--- config.mk ---
export PLATFORM = sky130hd
export DESIGN_NAME = fsm_dwell_ctrl
export DESIGN_NICKNAME = d
export VERILOG_FILES = /design/src/rtl/fsm_dwell_pkg.sv /design/src/rtl/fsm_dwell_cfg.sv /design/src/rtl/fsm_dwell_ctrl.sv
export SDC_FILE = /design/constraint.sdc
export NUM_CORES = 1
export LEC_CHECK = 0
export CAP_MARGIN = 15
export CORE_UTILIZATION = 60
export CTS_BUF_LIST = sky130_fd_sc_hd__clkbuf_8
export DETAILED_ROUTE_END_ITERATION = 12
export GPL_ROUTABILITY_DRIVEN = 0
export MAX_ROUTING_LAYER = met4
export PLACE_DENSITY_LB_ADDON = 0.1
export REMOVE_ABC_BUFFERS = 1
export SETUP_SLACK_MARGIN = 0.15
export SKIP_LAST_GASP = 1
export SYNTH_ARGS = -nofsm -noshare
export SYNTH_HDL_FRONTEND = slang
export SYNTH_SLANG_ARGS = --single-unit
--- constraint.sdc ---
create_clock -name clock -period 3.4 [get_ports clock]
set_input_delay 0.34 -clock clock [delete_from_list [all_inputs] [get_ports clock]]
set_output_delay 0.34 -clock clock [all_outputs]
set_load 0.005 [all_outputs]
--- src/rtl/fsm_dwell_pkg.sv ---
// Shared constants and types for the fsm dwell controller.
// Used by fsm_dwell_cfg and fsm_dwell_ctrl.
package fsm_dwell_pkg;

  localparam int NUM_STATES = 7;
  localparam int STATE_W    = 3;
  localparam int DWELL_W    = 8;

  typedef logic [STATE_W-1:0] state_t;
  typedef logic [DWELL_W-1:0] dwell_t;

  localparam dwell_t DWELL_MAX = {DWELL_W{1'b1}};

  // Counter increment that sticks at DWELL_MAX so long dwells never wrap back to a short count.
  function automatic dwell_t sat_inc(input dwell_t v);
    if (v == DWELL_MAX) begin
      return v;
    end else begin
      return v + dwell_t'(1'b1);
    end
  endfunction

endpackage

--- src/rtl/fsm_dwell_cfg.sv ---
// Per-state dwell register file with a single write port.
// Writes addressed beyond the last fsm state are dropped.
module fsm_dwell_cfg
  import fsm_dwell_pkg::*;
(
  input  logic                          clock,
  input  logic                          reset,
  input  logic                          cfg_we,
  input  state_t                        cfg_addr,
  input  dwell_t                        cfg_data,
  output dwell_t [NUM_STATES-1:0]       dwell
);

  logic                    addr_ok_s;
  dwell_t [NUM_STATES-1:0] dwell_r;

  // Address range check for the write port
  always_comb begin
    addr_ok_s = (int'(cfg_addr) < NUM_STATES);
  end

  // Dwell register write port
  always_ff @(posedge clock or negedge reset) begin
    if (!reset) begin
      dwell_r <= '0;
    end else begin
      for (int k = 0; k < NUM_STATES; k++) begin
        if (cfg_we && addr_ok_s && (cfg_addr == state_t'(k))) begin
          dwell_r[k] <= cfg_data;
        end
      end
    end
  end

  assign dwell = dwell_r;

endmodule

--- src/rtl/fsm_dwell_ctrl.sv ---
// Dwell-time condition generator for the 7-state fsm: holds each go bit low until
// the programmed dwell has elapsed. Optional entry statistics under FSM_DWELL_STATS_EN.
module fsm_dwell_ctrl
  import fsm_dwell_pkg::*;
(
  input  logic                  clock,
  input  logic                  reset,
  input  logic                  en,
  input  state_t                state,
  input  logic                  cfg_we,
  input  state_t                cfg_addr,
  input  dwell_t                cfg_data,
  output logic [NUM_STATES-1:0] go,
  output logic                  err
`ifdef FSM_DWELL_STATS_EN
  ,
  input  logic                  stat_clr,
  output logic [15:0]           stat_entries
`endif
);

  state_t                  prev_r;
  dwell_t                  cnt_r;
  logic                    err_r;
  logic                    match_s;
  logic                    in_range_s;
  dwell_t                  eff_s;
  dwell_t [NUM_STATES-1:0] dwell_s;

  fsm_dwell_cfg u_cfg (
    .clock    (clock),
    .reset    (reset),
    .cfg_we   (cfg_we),
    .cfg_addr (cfg_addr),
    .cfg_data (cfg_data),
    .dwell    (dwell_s)
  );

  // Effective time in the current state; a fresh entry counts as cycle 0
  always_comb begin
    match_s    = (state == prev_r);
    in_range_s = (int'(state) < NUM_STATES);
    if (match_s) begin
      eff_s = cnt_r;
    end else begin
      eff_s = '0;
    end
  end

  // Advance conditions; combinational so the fsm sees them at the same edge
  always_comb begin
    go = '0;
    if (reset && en && in_range_s) begin
      for (int k = 0; k < NUM_STATES; k++) begin
        go[k] = (state == state_t'(k)) && (eff_s >= dwell_s[k]);
      end
    end else begin
      go = '0;
    end
  end

  // Dwell counter and last-state tracker, frozen while en is low
  always_ff @(posedge clock or negedge reset) begin
    if (!reset) begin
      prev_r <= '0;
      cnt_r  <= '0;
    end else if (en) begin
      prev_r <= state;
      cnt_r  <= match_s ? sat_inc(cnt_r) : dwell_t'(1'b1);
    end
  end

  // Sticky out-of-range state flag
  always_ff @(posedge clock or negedge reset) begin
    if (!reset) begin
      err_r <= 1'b0;
    end else if (!in_range_s) begin
      err_r <= 1'b1;
    end
  end

  assign err = err_r;

`ifdef FSM_DWELL_STATS_EN
  logic [15:0] stat_r;

  // Saturating count of valid state entries; clear wins over increment
  always_ff @(posedge clock or negedge reset) begin
    if (!reset) begin
      stat_r <= 16'h0000;
    end else if (stat_clr) begin
      stat_r <= 16'h0000;
    end else if (en && !match_s && in_range_s && (stat_r != 16'hFFFF)) begin
      stat_r <= stat_r + 16'h0001;
    end
  end

  assign stat_entries = stat_r;
`endif

endmodule

======== Word level (Yosys, flattened, before mapping) ========
Cells that the tools add are included.
storage, ports and cells
  memory bits (writable) .................. 0
  output and inout port bits .............. 8
  memory bits (read-only) ................. 0
  memories kept ........................... 0
  word-level logic and storage cells ...... 59
  register bits ........................... 68
  input bits .............................. 18
  latch bits .............................. 0
operators by class
  $mul .................................... 0
  bitwise logic cells ..................... 0
  reduce and logical (&&, ||, !) cells .... 20
  add/sub/neg operators ................... 1
  shift-type cells ........................ 0
  $lt $le $gt $ge ......................... 9
  divide/modulo/power cells ............... 0
  muxes and demuxes ....................... 4
  eq/ne operators ......................... 15
operator list
  operator               count
  $ge A8 B8 Y1           7
  $mux W8                3
  $eq A3 B3 Y1 const B   6
  $logic_and A1 B1 Y1    17
  $eq A3 B2 Y1 const B   4
  $add A8 B1 Y8 const B  1
  $eq A8 B8 Y1 const B   1
  $mux W7                1
  $eq A3 B1 Y1 const B   2
  $logic_not A3 Y1       2
  $lt A3 B3 Y1 const B   2
  $eq A3 B3 Y1           1
  $ne A2 B2 Y1 const B   1
  $reduce_and A2 Y1      1

======== Depth between registers and ports, before layout ========
  word-level depth ........................ 5
  depth in mapped cells ................... 11
  depth with buffers taken out ............ 9

======== By module ========
A second synthesis with hierarchy kept.
unflattened totals
  cell total of the unflattened synthesis .. 378
  area, all modules ....................... 4179.0 um^2
modules (own cells, without submodules)
  module          times used  cells each  area each (um^2)  sequential area each (um^2)
  fsm_dwell_cfg   1           126         2147.1            1401.3
  fsm_dwell_ctrl  1           252         2031.9            300.3

======== Worst setup path before layout ========
OpenSTA, ideal clock, no wires.
  kind .................................... input -> output
  from .................................... input state[1]
  to ...................................... output go[0]
  required time ........................... 3060 ps
  setup slack ............................. 838 ps
  data arrival time ....................... 2222 ps
  stages on the path ...................... 11
  buffers on the path ..................... 2
  cells stage by stage .................... buf_2 > xnor2_2 > and3_1 > buf_2 > nand2_1 > ha_1 > nand2b_1 > a21oi_1 > nor3b_1 > o311ai_1 > o211ai_1
between the ends
  cells in the longest elaborated chain, start to end .. 5
  elaborated cells on any way between the ends .. 8
  those cells by class .................... order compare: 2; eq/ne: 1; mux: 2; reduce/logical: 3
RTL lines
  item                 line                  source
  start: declaration   fsm_dwell_ctrl.sv:9   input state_t state,
  $eq A3 B3 Y1         fsm_dwell_ctrl.sv:41  match_s = (state == prev_r);
  $mux W8              fsm_dwell_ctrl.sv:43  if (match_s) begin
  $ge A8 B8 Y1         fsm_dwell_ctrl.sv:55  go[k] = (state == state_t'(k)) && (eff_s >= dwell_s[k]);
  $logic_and A1 B1 Y1  fsm_dwell_ctrl.sv:55
  $mux W7 *            fsm_dwell_ctrl.sv:53  if (reset && en && in_range_s) begin
  end: declaration     fsm_dwell_ctrl.sv:13  output logic [NUM_STATES-1:0] go,
Every way passes the cells marked *; elsewhere a longest branch is shown, timed or not.

======== Final worst setup path ========
  from .................................... register prev_r[1]
  to ...................................... output go[5]
between the ends
  cells in the longest elaborated chain, start to end .. 5
RTL lines
  item                      line                  source
  start: declaration        fsm_dwell_ctrl.sv:22  state_t prev_r;
  start signal: assignment  fsm_dwell_ctrl.sv:68  prev_r <= state;
  $eq A3 B3 Y1              fsm_dwell_ctrl.sv:41
  $mux W8                   fsm_dwell_ctrl.sv:43
  $ge A8 B8 Y1              fsm_dwell_ctrl.sv:55
  $logic_and A1 B1 Y1       fsm_dwell_ctrl.sv:55
  $mux W7                   fsm_dwell_ctrl.sv:53
No other way between the ends.

==> impl_metrics.env <==
export IMPL_row_count=30
export IMPL_max_slew_margin_pct=41.3
export IMPL_drcViolationCount=0
export IMPL_cts_path_max_buffers=2
export IMPL_synthTopCellsByArea="dfrtp_1 40%, ha_1 15%, mux2_2 9.4%, nand2_1 5.3%, inv_1 3.7%"
export IMPL_dieArea_sq_um=7360
export IMPL_antenna_found_initial=0
export IMPL_arrival_ns=2.86
export IMPL_cts_tree="built"
export IMPL_worstSetupEndpointType="output port"
export IMPL_powerDensity_nw_per_um2=447
export IMPL_vias=3199
export IMPL_synth_cell_type_count=36
export IMPL_fin_crit_ns=3.20
export IMPL_numPortBuffers=25
export IMPL_synth_area_per_cell_sq_um=9.61
export IMPL_grt_pass1_wl_microns=15400
export IMPL_cts_root_buffer="clkbuf_8"
export IMPL_synthCells=438
export IMPL_peakVddDrop_mv=0.291
export IMPL_overflow=0
export IMPL_clk_latency_ns=0.35
export IMPL_total_power_mw=2.15
export IMPL_drive_gt1_share_pct=17.2
export IMPL_clock_sinks=68
export IMPL_crit_family="compound AO/OA/AOI/OAI gates"
export IMPL_status="complete, no violations"
export IMPL_multi_input_area_sq_um=2340
export IMPL_antenna_left=0
export IMPL_synth_area_sq_um=4210
export IMPL_finalHoldViolCount=0
export IMPL_core_sq_um=6790
export IMPL_synth_top_area_cell="dfrtp_1"
export IMPL_crit_chain="xnor2_2, and3_4, nand2_4, ha_1, nand2b_1, a21oi_2, nor3b_1, o311ai_1, o211ai_1, clkdlybuf4s50_1"
export IMPL_period_share_pct=94.2
export IMPL_regArea_sq_um=1700
export IMPL_cts_buffers=9
export IMPL_synth_warnings=0
export IMPL_hp_class="in -> async"
export IMPL_leakage_nw=2.30
export IMPL_nNetsFinal=541
export IMPL_critPathSlowestCell="clkdlybuf4s50_1"
export IMPL_dr_pass1_iters=5
export IMPL_htree_num_levels=3
export IMPL_nFillCells=532
export IMPL_crit_buf_inv=1
export IMPL_wire_per_inst_microns=15.9
export IMPL_avgViaCountPerCell=5.59
export IMPL_max_stage_delay_ns=0.47
export IMPL_place_hpwl_microns=6610
export IMPL_critPathKind="reg -> out"
export IMPL_yosysSeqAreaShare_pct=40.4
export IMPL_slew_violations=0
export IMPL_drv_cap=0
export IMPL_track_usage_pct=28.3
export IMPL_die_x_microns=85.8
export IMPL_grt_start_max_net_pins=69
export IMPL_worst_path_max_fanout=7
export IMPL_crit_path_start_kind="register"
export IMPL_syn2layout_area_growth_pct=14.5
export IMPL_layout_commonest_cell="dfrtp_1"
export IMPL_wl_microns=9080
export IMPL_start_util_pct=62.0
export IMPL_num_io_pins=26
export IMPL_rsz0062_at_grt="false"
export IMPL_die_h_microns=85.8
export IMPL_required_ns=3.06
export IMPL_synth_top_area_share_pct=40.4
export IMPL_fmax_mhz=312
export IMPL_setup_viol=0
export IMPL_fin_util_pct=71.0
export IMPL_drt_first_iter_violations=129
export IMPL_clock_skew_final_ns=0.00548
export IMPL_final_cell_mix="68 x dfrtp_1, 59 x nand2_1, 50 x ha_1"
export IMPL_clk_pin_slew_ns=0.07
export IMPL_worstMarginPinSlew_ns=0.876
export IMPL_hold_buffers=0
export IMPL_setup_tns_ns=0
export IMPL_synth_seq_cells=68
export IMPL_grt_pass1_vias=3201
export IMPL_antenna_cells=0
-- metal layers --
layer	wire length [microns]	part of all wire (%)	vias to the layer above	track usage, %
li1	-	-	1598	-
met1	4240	47	1490	36.0
met2	4160	46	91	43.0
met3	458	5.0	20	6.45
met4	222	2.4	0	13.5
met5	0	0	-	-
-- power breakdown --
group,internal (mW),switching (mW)
combinational,0.254,0.289
clock,0.270,0.303
sequential,0.958,0.0793
-- Yosys cell counts --
cell and instances:
mux2_2 35, nand4_1 3, a31o_2 1, nand4b_1 3, a21oi_1 27, inv_1 42
o211ai_1 7, or2_1 1, xor2_1 1, and3_1 3, nor3_2 2, clkbuf_1 5
and2_1 7, nor2b_1 1, o21ai_0 29, ha_1 50, a22o_1 1, a31oi_1 2
o31ai_1 1, nor4b_1 7, nor3_1 2, a41oi_1 2, xnor2_1 1, nand2b_1 10
nor3b_1 7, xnor2_2 2, nor2_1 21, mux2i_1 2, o311ai_1 7, nand3_2 1
dfrtp_1 68, nand3_1 16, nand2_1 60, buf_2 8, nand3b_1 1, nor3b_2 2
-- layout make-up --
| cell class | count | area share [%] |
|---|---|---|
| clock buffers | 10 | 2.85 |
| clock inverters | 4 | 0.415 |
| inverters | 42 | 3.27 |
| multi-input cells | 315 | 48.6 |
| flip-flops and latches | 68 | 35.3 |
| well taps | 96 | 2.49 |
| repair buffers | 37 | 7.06 |
-- cells by family after synthesis --
logic type / count (synthesis) / synth area share (%)
XOR/XNOR: 4 / 1.19
multiplexers: 37 / 9.84
flip-flops: 68 / 40.4
AO/OA/AOI/OAI: 77 / 10.7
AND/OR/NAND/NOR: 147 / 17.9
buffers and inverters: 55 / 5.14
adder cells (fa/ha/maj): 50 / 14.9
-- what timing repair did --
action	4_1_cts	5_1_grt
resized for setup	16	10
endpoints found under the hold margin	0	0
setup endpoints to repair	7	6
pin swaps	3	10
buffers inserted	1	1
-- worst paths after layout --
| path | cells past startpoint | start | to | slack (ns) |
|---|---|---|---|---|
| min | 2 | reset | u_cfg.dwell[20] | 0.30 |
| min reg2reg | 1 | err | err | 0.48 |
| min in group clock | 1 | err | err | 0.48 |
| max | 10 | prev_r[1] | go[5] | 0.20 |
| max reg2reg | 5 | cnt_r[0] | cnt_r[1] | 1.44 |
| max in group asynchronous | 2 | reset | u_cfg.dwell[23] | 2.56 |
-- metrics by stage --
stage | hold WS [ns] | instances | setup slack (ns) | instance area, sq um
floorplan | 0.0444 | 425 | 0.905 | 4150
global placement | 0.456 | 556 | 0.0135 | 4590
detailed placement | 0.462 | 556 | -0.0645 | 4590
CTS | 0.317 | 571 | 0.156 | 4790
global route | 0.377 | 572 | 0.119 | 4820
finish | 0.297 | 572 | 0.197 | 4820
-- state kept, by name (all words and copies together), names as in the netlist --
signal	cells
u_cfg.dwell	56
err	1
prev_r	3
cnt_r	8
Note: power is estimated with default switching activity, not from simulation.
